### src/rtl/display_scanner.sv
// display_scanner
//   Multiplexed 7-segment driver. Scans N_DIG digits, advancing one digit per
//   i_Tick strobe, with DEAD blanking cycles after every digit switch. The hex
//   value is double-buffered (pend -> cur), and the commit happens only when
//   the scan wraps back to digit 0, so a frame never mixes old and new data.
//
//   Optional feature: define DISPLAY_LZB_EN for leading-zero blanking. Digits
//   above the most significant nonzero nibble of cur show no segments, but
//   their DP is still shown. Digit 0 is never blanked, and scan timing does
//   not change.
//
// Parameters
//   N_DIG        digits scanned (2..8)
//   DEAD         blanking cycles after each digit switch (1..15)
//   SEG_ACT_LOW  1 = segment/DP pins active-low
//   DIG_ACT_LOW  1 = anode enable pins active-low
// Ports
//   i_Clk    system clock (rising edge)
//   i_Reset  synchronous active-high reset
//   i_Tick   one-cycle advance strobe
//   i_Load   capture i_Data/i_DP into the pending buffer
//   i_Data   hex nibbles, digit 0 = [3:0]
//   i_DP     decimal point per digit
//   o_Seg    segments a..g (bit0 = a), registered
//   o_DP     decimal point of the active digit, registered
//   o_An     one-hot digit enable, registered
//   o_Frame  one-cycle pulse when the scan wraps to digit 0, registered
module display_scanner #(
  parameter int unsigned N_DIG       = 4,
  parameter int unsigned DEAD        = 2,
  parameter bit          SEG_ACT_LOW = 1'b1,
  parameter bit          DIG_ACT_LOW = 1'b1
) (
  input  logic               i_Clk,
  input  logic               i_Reset,
  input  logic               i_Tick,
  input  logic               i_Load,
  input  logic [4*N_DIG-1:0] i_Data,
  input  logic [N_DIG-1:0]   i_DP,
  output logic [6:0]         o_Seg,
  output logic               o_DP,
  output logic [N_DIG-1:0]   o_An,
  output logic               o_Frame
);

  localparam int unsigned IW = $clog2(N_DIG);

  localparam logic [1:0] S_IDLE  = 2'd0;
  localparam logic [1:0] S_DEAD  = 2'd1;
  localparam logic [1:0] S_DRIVE = 2'd2;

  localparam logic [IW-1:0]    IDX_LAST = IW'(N_DIG - 1);
  localparam logic [3:0]       DEAD_LD  = 4'(DEAD);
  localparam logic [6:0]       SEG_OFF  = {7{SEG_ACT_LOW}};
  localparam logic [N_DIG-1:0] AN_OFF   = {N_DIG{DIG_ACT_LOW}};

  typedef struct packed {
    logic [N_DIG-1:0][3:0] nib;
    logic [N_DIG-1:0]      dp;
  } disp_t;

  // Active-high patterns; polarity is applied only at the output register.
  function automatic logic [6:0] seg_dec(input logic [3:0] h);
    logic [6:0] s;
    case (h)
      4'h0: s = 7'h3F;  4'h1: s = 7'h06;  4'h2: s = 7'h5B;  4'h3: s = 7'h4F;
      4'h4: s = 7'h66;  4'h5: s = 7'h6D;  4'h6: s = 7'h7D;  4'h7: s = 7'h07;
      4'h8: s = 7'h7F;  4'h9: s = 7'h6F;  4'hA: s = 7'h77;  4'hB: s = 7'h7C;
      4'hC: s = 7'h39;  4'hD: s = 7'h5E;  4'hE: s = 7'h79;  default: s = 7'h71;
    endcase
    return s;
  endfunction

  logic [1:0]    state, st_n;
  logic [IW-1:0] idx, idx_n, idx_inc;
  logic [3:0]    cnt, cnt_n;
  disp_t         cur, cur_n, pend, in_f;
  logic          pend_v, pend_v_n;
  logic          wrap, frame_n, blank_n;
  logic [N_DIG-1:0] onehot;

  assign in_f.nib = i_Data;
  assign in_f.dp  = i_DP;
  assign idx_inc  = (idx == IDX_LAST) ? '0 : idx + IW'(1);

  // Next-state logic. Outputs are registered from these next values so the
  // pins change on the same edge the FSM does.
  always_comb begin
    st_n  = state;
    idx_n = idx;
    cnt_n = cnt;
    wrap  = 1'b0;
    case (state)
      S_IDLE: begin
        if (i_Tick) begin
          st_n  = S_DEAD;
          idx_n = '0;
          cnt_n = DEAD_LD;
        end
      end
      S_DEAD: begin
        // A tick while blanking still advances, and blanking restarts so
        // the new digit also gets its full dead time.
        if (i_Tick) begin
          idx_n = idx_inc;
          cnt_n = DEAD_LD;
          wrap  = (idx == IDX_LAST);
        end else if (cnt == 4'd1) begin
          st_n = S_DRIVE;
        end else begin
          cnt_n = cnt - 4'd1;
        end
      end
      S_DRIVE: begin
        if (i_Tick) begin
          st_n  = S_DEAD;
          idx_n = idx_inc;
          cnt_n = DEAD_LD;
          wrap  = (idx == IDX_LAST);
        end
      end
      default: st_n = S_IDLE;
    endcase
  end

  // Leaving IDLE also starts a frame at digit 0, but only a real wrap from
  // the last digit commits the pending buffer.
  assign frame_n = wrap | ((state == S_IDLE) & i_Tick);

  // A load on the wrap edge bypasses pend and lands directly in cur.
  always_comb begin
    cur_n    = cur;
    pend_v_n = pend_v;
    if (wrap) begin
      pend_v_n = 1'b0;
      if (i_Load)      cur_n = in_f;
      else if (pend_v) cur_n = pend;
    end else if (i_Load) begin
      pend_v_n = 1'b1;
    end
  end

`ifdef DISPLAY_LZB_EN
  // lz[k] = every nibble from digit k upward is zero.
  logic [N_DIG:0] lz;
  assign lz[N_DIG] = 1'b1;
  for (genvar k = 0; k < N_DIG; k++) begin : g_lz
    assign lz[k] = lz[k+1] & (cur_n.nib[k] == 4'h0);
  end
  assign blank_n = (idx_n != '0) & lz[idx_n];
`else
  assign blank_n = 1'b0;
`endif

  assign onehot = N_DIG'(1) << idx_n;

  always_ff @(posedge i_Clk) begin
    if (i_Reset) begin
      state   <= S_IDLE;
      idx     <= '0;
      cnt     <= '0;
      cur     <= '0;
      pend    <= '0;
      pend_v  <= 1'b0;
      o_Seg   <= SEG_OFF;
      o_DP    <= SEG_ACT_LOW;
      o_An    <= AN_OFF;
      o_Frame <= 1'b0;
    end else begin
      state   <= st_n;
      idx     <= idx_n;
      cnt     <= cnt_n;
      cur     <= cur_n;
      pend_v  <= pend_v_n;
      o_Frame <= frame_n;
      if (i_Load && !wrap) pend <= in_f;
      if (st_n == S_DRIVE) begin
        o_An  <= AN_OFF ^ onehot;
        o_Seg <= (blank_n ? 7'h00 : seg_dec(cur_n.nib[idx_n])) ^ SEG_OFF;
        o_DP  <= cur_n.dp[idx_n] ^ SEG_ACT_LOW;
      end else begin
        o_An  <= AN_OFF;
        o_Seg <= SEG_OFF;
        o_DP  <= SEG_ACT_LOW;
      end
    end
  end

endmodule

### config.mk
export PLATFORM = sky130hd
export DESIGN_NAME = display_scanner
export DESIGN_NICKNAME = d
export VERILOG_FILES = /design/src/rtl/display_scanner.sv
export SDC_FILE = /design/constraint.sdc
export NUM_CORES = 1
export LEC_CHECK = 0
export ABC_AREA = 1
export BUFFER_PORTS_ARGS = -buffer_cell sky130_fd_sc_hd__buf_2
export CORE_UTILIZATION = 62
export DETAILED_ROUTE_END_ITERATION = 8
export PLACE_DENSITY_LB_ADDON = 0.2
export SYNTH_ARGS = -nofsm -noshare
export SYNTH_HDL_FRONTEND = slang
export SYNTH_SLANG_ARGS = --single-unit
export TNS_END_PERCENT = 100
### constraint.sdc
create_clock -name i_Clk -period 5.3 [get_ports i_Clk]
set_input_delay 0.53 -clock i_Clk [delete_from_list [all_inputs] [get_ports i_Clk]]
set_output_delay 0.53 -clock i_Clk [all_outputs]
set_load 0.01 [all_outputs]
---- Yosys cells after proc, flatten, opt, wreduce, memory -nomap -nowiden ----
Memory sizes are Yosys's and may differ from the RTL's.
Cells that the tools add are included.
word-level totals
  flip-flop bits (word level) ............. 62
  memories kept ........................... 1
  input port bits ......................... 24
  ROM bits ................................ 112
cells by class
  equal/unequal tests ..................... 7
  reductions and logical operators ........ 9
  $lt $le $gt $ge ......................... 1
  mux-type cells .......................... 23
  bitwise gates (word level) .............. 6
  shift operators ......................... 1
  add/sub/neg operators ................... 2
memory list
  name              words  bits a word  rd ports  clocked after memory_dff  write ports  RTL line  RTL
  (name not given)  16     7            1         0                         0            65        case (h)
operators by type and width
  kind                                                                          number
  20-bit 2-to-1 mux                                                             3
  4-bit 2-to-1 mux                                                              4
  7-bit 2-to-1 mux                                                              2
  2-bit 2-to-1 mux                                                              6
  4-bit binary-select mux with 2-bit select                                     1
  2-bit case mux with 2 select lines                                            2
  4-bit case mux with 2 select lines                                            1
  2-bit OR reduction                                                            4
  7-bit inverter                                                                1
  2-bit == test, second input constant                                          3
  4-bit by 1-bit == test with 1-bit output, second input constant               1
  4-bit inverter                                                                1
  1-bit by 2-bit left shift with 4-bit output, first input constant             1
  4-bit by 1-bit subtractor with 4-bit output, second input constant            1
  2-bit by 3-bit less-than comparator with 1-bit output, second input constant  1
  1-bit 2-to-1 mux                                                              3
  3-bit != test, second input constant                                          1
  3-bit AND reduction                                                           1
  2-bit by 1-bit adder with 2-bit output, second input constant                 1
  1-bit binary-select mux with 2-bit select                                     1
  2-bit by 1-bit == test with 1-bit output, second input constant               1
  2-bit logical NOT                                                             1
  2-bit by 1-bit != test with 1-bit output, second input constant               1
  1-bit inverter                                                                2
  other kinds (5)                                                               5

---- Longest topological paths before layout ----
An unclocked memory read counts as a cell.
  word-level depth ........................ 10
  depth in mapped cells ................... 18
  depth with buffers taken out ............ 18

---- Worst setup path after synthesis ----
OpenSTA, ideal clock, no wires.
  path kind ............................... reg-to-reg
  start point ............................. register state[0]
  end point ............................... register o_Seg[1]
  cell stages (with the launch flop) ...... 16
  setup time .............................. 113 ps
  required time ........................... 5187 ps
  arrival ................................. 2190 ps
  setup slack ............................. 2997 ps
  path through ............................ dfxtp_1 -> inv_1 -> ha_1 -> nand2_1 -> nor2_8 -> buf_4 -> buf_6 -> nand2_1 -> nand3_1 -> nand2_1 -> nor2_1 -> ha_1 -> nand3_1 -> nand2_1 -> inv_1 -> nand2_1
on the way
  word-level cells in the longest chain between the ends .. 10
RTL lines
  item                                                                       RTL line  RTL
  start: declaration                                                         74        logic [1:0] state, st_n;
  start signal: assignment                                                   170       state <= st_n;
  2-bit == test or 2-bit by 1-bit == test with 1-bit output (tied branches)  93        case (state)
  2-bit OR reduction (no line)                                               -
  1-bit 2-to-1 mux                                                           -
  20-bit 2-to-1 mux                                                          134       if (wrap) begin
  4-bit binary-select mux with 2-bit select                                  179       o_Seg <= (blank_n ? 7'h00 : seg_dec(cur_n.nib[idx_n])) ^ SEG_OFF;
  4-bit 2-to-1 mux (implied by the code)                                     179
  memory read 16 x 7 bit                                                     -
  7-bit 2-to-1 mux                                                           177       if (st_n == S_DRIVE) begin
  7-bit 2-to-1 mux                                                           158       if (i_Reset) begin
  7-bit inverter (no line)                                                   -
  end signal: assignment                                                     179
  end: declaration                                                           40        output logic [6:0] o_Seg,
Several ways; a longest one is shown, not always the timed one. The select of a mux whose other input is x is not followed.
A chain may end at the register's enable or synchronous reset.

---- Final worst setup path ----
  start point ............................. register state[0]
  end point ............................... register o_Seg[3]
The elaborated chain is that of the path after synthesis.

==> metrics.md <==
| Metric | Value |
|---|---|
| Period utilisation layout | a little over half |
| Routed WL | 6680 um |
| Tmin final | 2820 ps |
| Pre-CTS setup slack | ~2400 ps |
| DR vias/cell | slightly above 5 |
| Status | completed |
| Synth cell types | 32 |
| CTS max path bufs | 2 |
| Row Count | 25 |
| PD cells | a little under 300 nW/um2 |
| Filler cells | approximately 410 |
| Slew at the pin closest to its max-slew limit | roughly 650 ps |
| CTS clk-pin slew, worst paths | approximately 80 ps |
| Flop-to-flop setup slack | around 2500 ps |
| Final setup fails | 0 |
| Die Span X | roughly 73 um |
| CTS tree | yes |
| Total number of vias | around 2,900 |
| Largest area contributor in the netlist | dfxtp_1 |
| Wire per inst | 12.0 um |
| CP Cell Sequence | inv_1 > ha_1 > nand2_1 > nor2_8 > nand2_2 > inv_1 > o21ai_1 > inv_1 > nand2_1 > nand2_1 > nor2_1 > ha_1 > inv_1 > nand2_1 > nand2_1 > nand2_1 > nand3_1 |
| Ys flop type | dfxtp_1 |
| Initial Util | between 60 and 70% |
| Worst EP arrival | 3110 ps |
| Post_cts resized | 0 |
| Chip Height | around 73 um |
| Setup Skew | between 9 and 10 ps |
| Fin nets | roughly 520 |
| Max transition margin | 56.6% |
| 1st-pass router iterations | 5 |
| Hold Buf Count CTS | 0 |
| P&R area growth vs syn | 11.9% |
| TritonCTS Buffers | 9 |
| Post-Syn Area | between 3000 and 4000 um2 |
| Count leader, synth | nand2_1 |
| Critical path buffers and inverters | 4 |
| GRT Util Overall | 28.1% |
| Final RePlAce weighted congestion | 0.821 |
| Number of global-route vias before repair | approximately 2,700 |
| Peak supply drop | about 0.22 mV |
| Achievable Freq | 355 MHz |
| Pins Over Slew Limit | 0 |
| Worst-path fanout max | 25 |
| DRC | 0 |
| Global-route wire length before repair | 11,400 um |
| Delay-heaviest family, CP | simple AND/OR/NAND/NOR gates |
| Share of layout cells above drive strength 1 | a little over an eighth |
| # diodes | 0 |
| Worst min-delay path category | in2reg |
| Largest stage delay, worst path | approximately 360 ps |
| CP Launch Type | flop |
| I/O pin count | 37 |
| RSZ-0062 raised after global routing | no |
| Worst Path Required | roughly 5600 ps |
| H-tree Lvls | 3 |
| CP endpoint kind | flop |
| CTS Root Cell | clkbuf_8 |
| Yosys reg bits | 62 |
| Critical Path Slowest Stage Cell | dfxtp_1 |
| Setup ws final | 2480 ps |
| Final setup TNS | 0 ps |
| Syn nets | around 500 |
| Largest net degree at the start of global routing | 35 |
| IO Port Bufs | 36 |
| Pleak | between 1.5 and 2 nW |
| Hpwl dp | around 4700 um |
| Asr flop ratio synth | 0% |
| Worst setup path class | reg2reg |
| Max_cap viols | 0 |
| Top-area cell type share of the netlist area | 39.9% |
| Die area | around 5300 um2 |
| Most instantiated cells after synthesis | 124 x nand2_1, 76 x nor2_1, 62 x dfxtp_1 |
| Syn_area_per_cell | about 6.9 um2 |
| Initial antenna violation count | 0 |
| Yosys warns | 0 |
| Final ANT Viol Nets | 0 |
| EDFF count, synth | 0 |
| Sequential fraction of the synthesis area | roughly two fifths |
| Grt total ovfl | 0 |
| Most common cell on crit path | nand2_1 |
| Iteration-0 DRC Markers | approximately 190 |
| Post-Synthesis Cells | 453 |
| Clock Sinks | 62 |
| Post-CTS Repair Setup Buffers | 0 |
| Worst skew pair latency | approximately 350 ps |
| Total core area | between 4000 and 5000 um2 |
| Synth area leaders | dfxtp_1 40%, nand2_1 15%, nor2_1 9.2% |
| Final Hold Viols | 0 |
-- metal layers --
| metal | vias to the layer above | GRT usage, % | share of wire, % |
|---|---|---|---|
| li1 | 1492 | - | - |
| met1 | 1295 | 33.0 | 45 |
| met2 | 62 | 49.0 | 49 |
| met3 | 16 | 5.11 | 3.5 |
| met4 | 0 | 13.9 | 2.6 |
| met5 | - | 0 | 0 |
-- flip-flops by register name (all words and copies together) (netlist names) --
name and flops:
o_Seg 7, o_DP 1, o_An 4, pend 20, o_Frame 1, state 2, idx 2, cur 20
cnt 4, pend_v 1
-- per-stage QoR --
| stage | power (W) | cells | hold WS, ps | cell area [um2] | util, % |
|---|---|---|---|---|---|
| floorplan | 0.000587 | 453 | 429 | 3110 | - |
| global placement | 0.000612 | 540 | 449 | 3280 | 68.6 |
| detailed placement | 0.000615 | 540 | 449 | 3280 | 68.6 |
| CTS | 0.00103 | 556 | 449 | 3480 | 72.8 |
| global route | 0.00106 | 556 | 454 | 3480 | 72.8 |
| finish | 0.00102 | 556 | 456 | 3480 | 72.8 |
-- power breakdown --
part | total, W | internal [W] | switching, W
registers | 0.000492 | 0.000483 | 0.00000968
clock network | 0.000418 | 0.000230 | 0.000189
logic | 0.000114 | 0.0000380 | 0.0000757
total | 0.00102 | 0.000751 | 0.000274
-- placed cells by master (no fill, tap or decap), types with 4 or more instances in the layout --
cell,count
nand2_1,124
nor2_1,76
dfxtp_1,62
inv_1,48
buf_2,36
nand3_1,32
o21ai_0,23
a21oi_1,14
ha_1,14
clkbuf_8,10
nand2_2,7
a211oi_1,6
a22o_1,4
a22oi_1,4
-- final timing paths --
| kind | start | endpoint | cells after the start |
|---|---|---|---|
| worst min register to register | pend[6] | pend[6] | 2 |
| worst max-delay path | state[0] | o_Seg[3] | 17 |
| worst max register to register | state[0] | o_Seg[3] | 17 |
| worst min-delay path | i_Data[3] | pend[7] | 3 |
-- cells by family after synthesis --
family / after synthesis / synth area share [%]
adder cells (fa/ha/maj): 14 / 5.63
XOR/XNOR: 1 / 0.281
AO/OA/AOI/OAI: 59 / 11.2
AND/OR/NAND/NOR: 250 / 33.9
flip-flops: 62 / 39.9
buffers and inverters: 67 / 9.12
-- worst register-to-register path: stages, from the launching register on --
cell and delay [ps]:
dfxtp_1 360, inv_1 90, ha_1 340, nand2_1 170, nor2_8 100, nand2_2 320, inv_1 80, o21ai_1 240
inv_1 70, nand2_1 60, nand2_1 50, nor2_1 290, ha_1 310, inv_1 60, nand2_1 50, nand2_1 60
nand2_1 50, nand3_1 70
-- area by class of cell --
cell class                      count  area [um2]  area share, %
Multi-Input combinational cell    324        1590           45.6
Clock buffer                       11         141           4.06
Inverter                           51         191           5.49
Sequential cell                    62        1240           35.6
Timing Repair Buffer               36         180           5.17
Clock inverter                      5        58.8           1.69
Tap cell                           67        83.8           2.41
No activity file was read; power rests on OpenSTA's default activity.
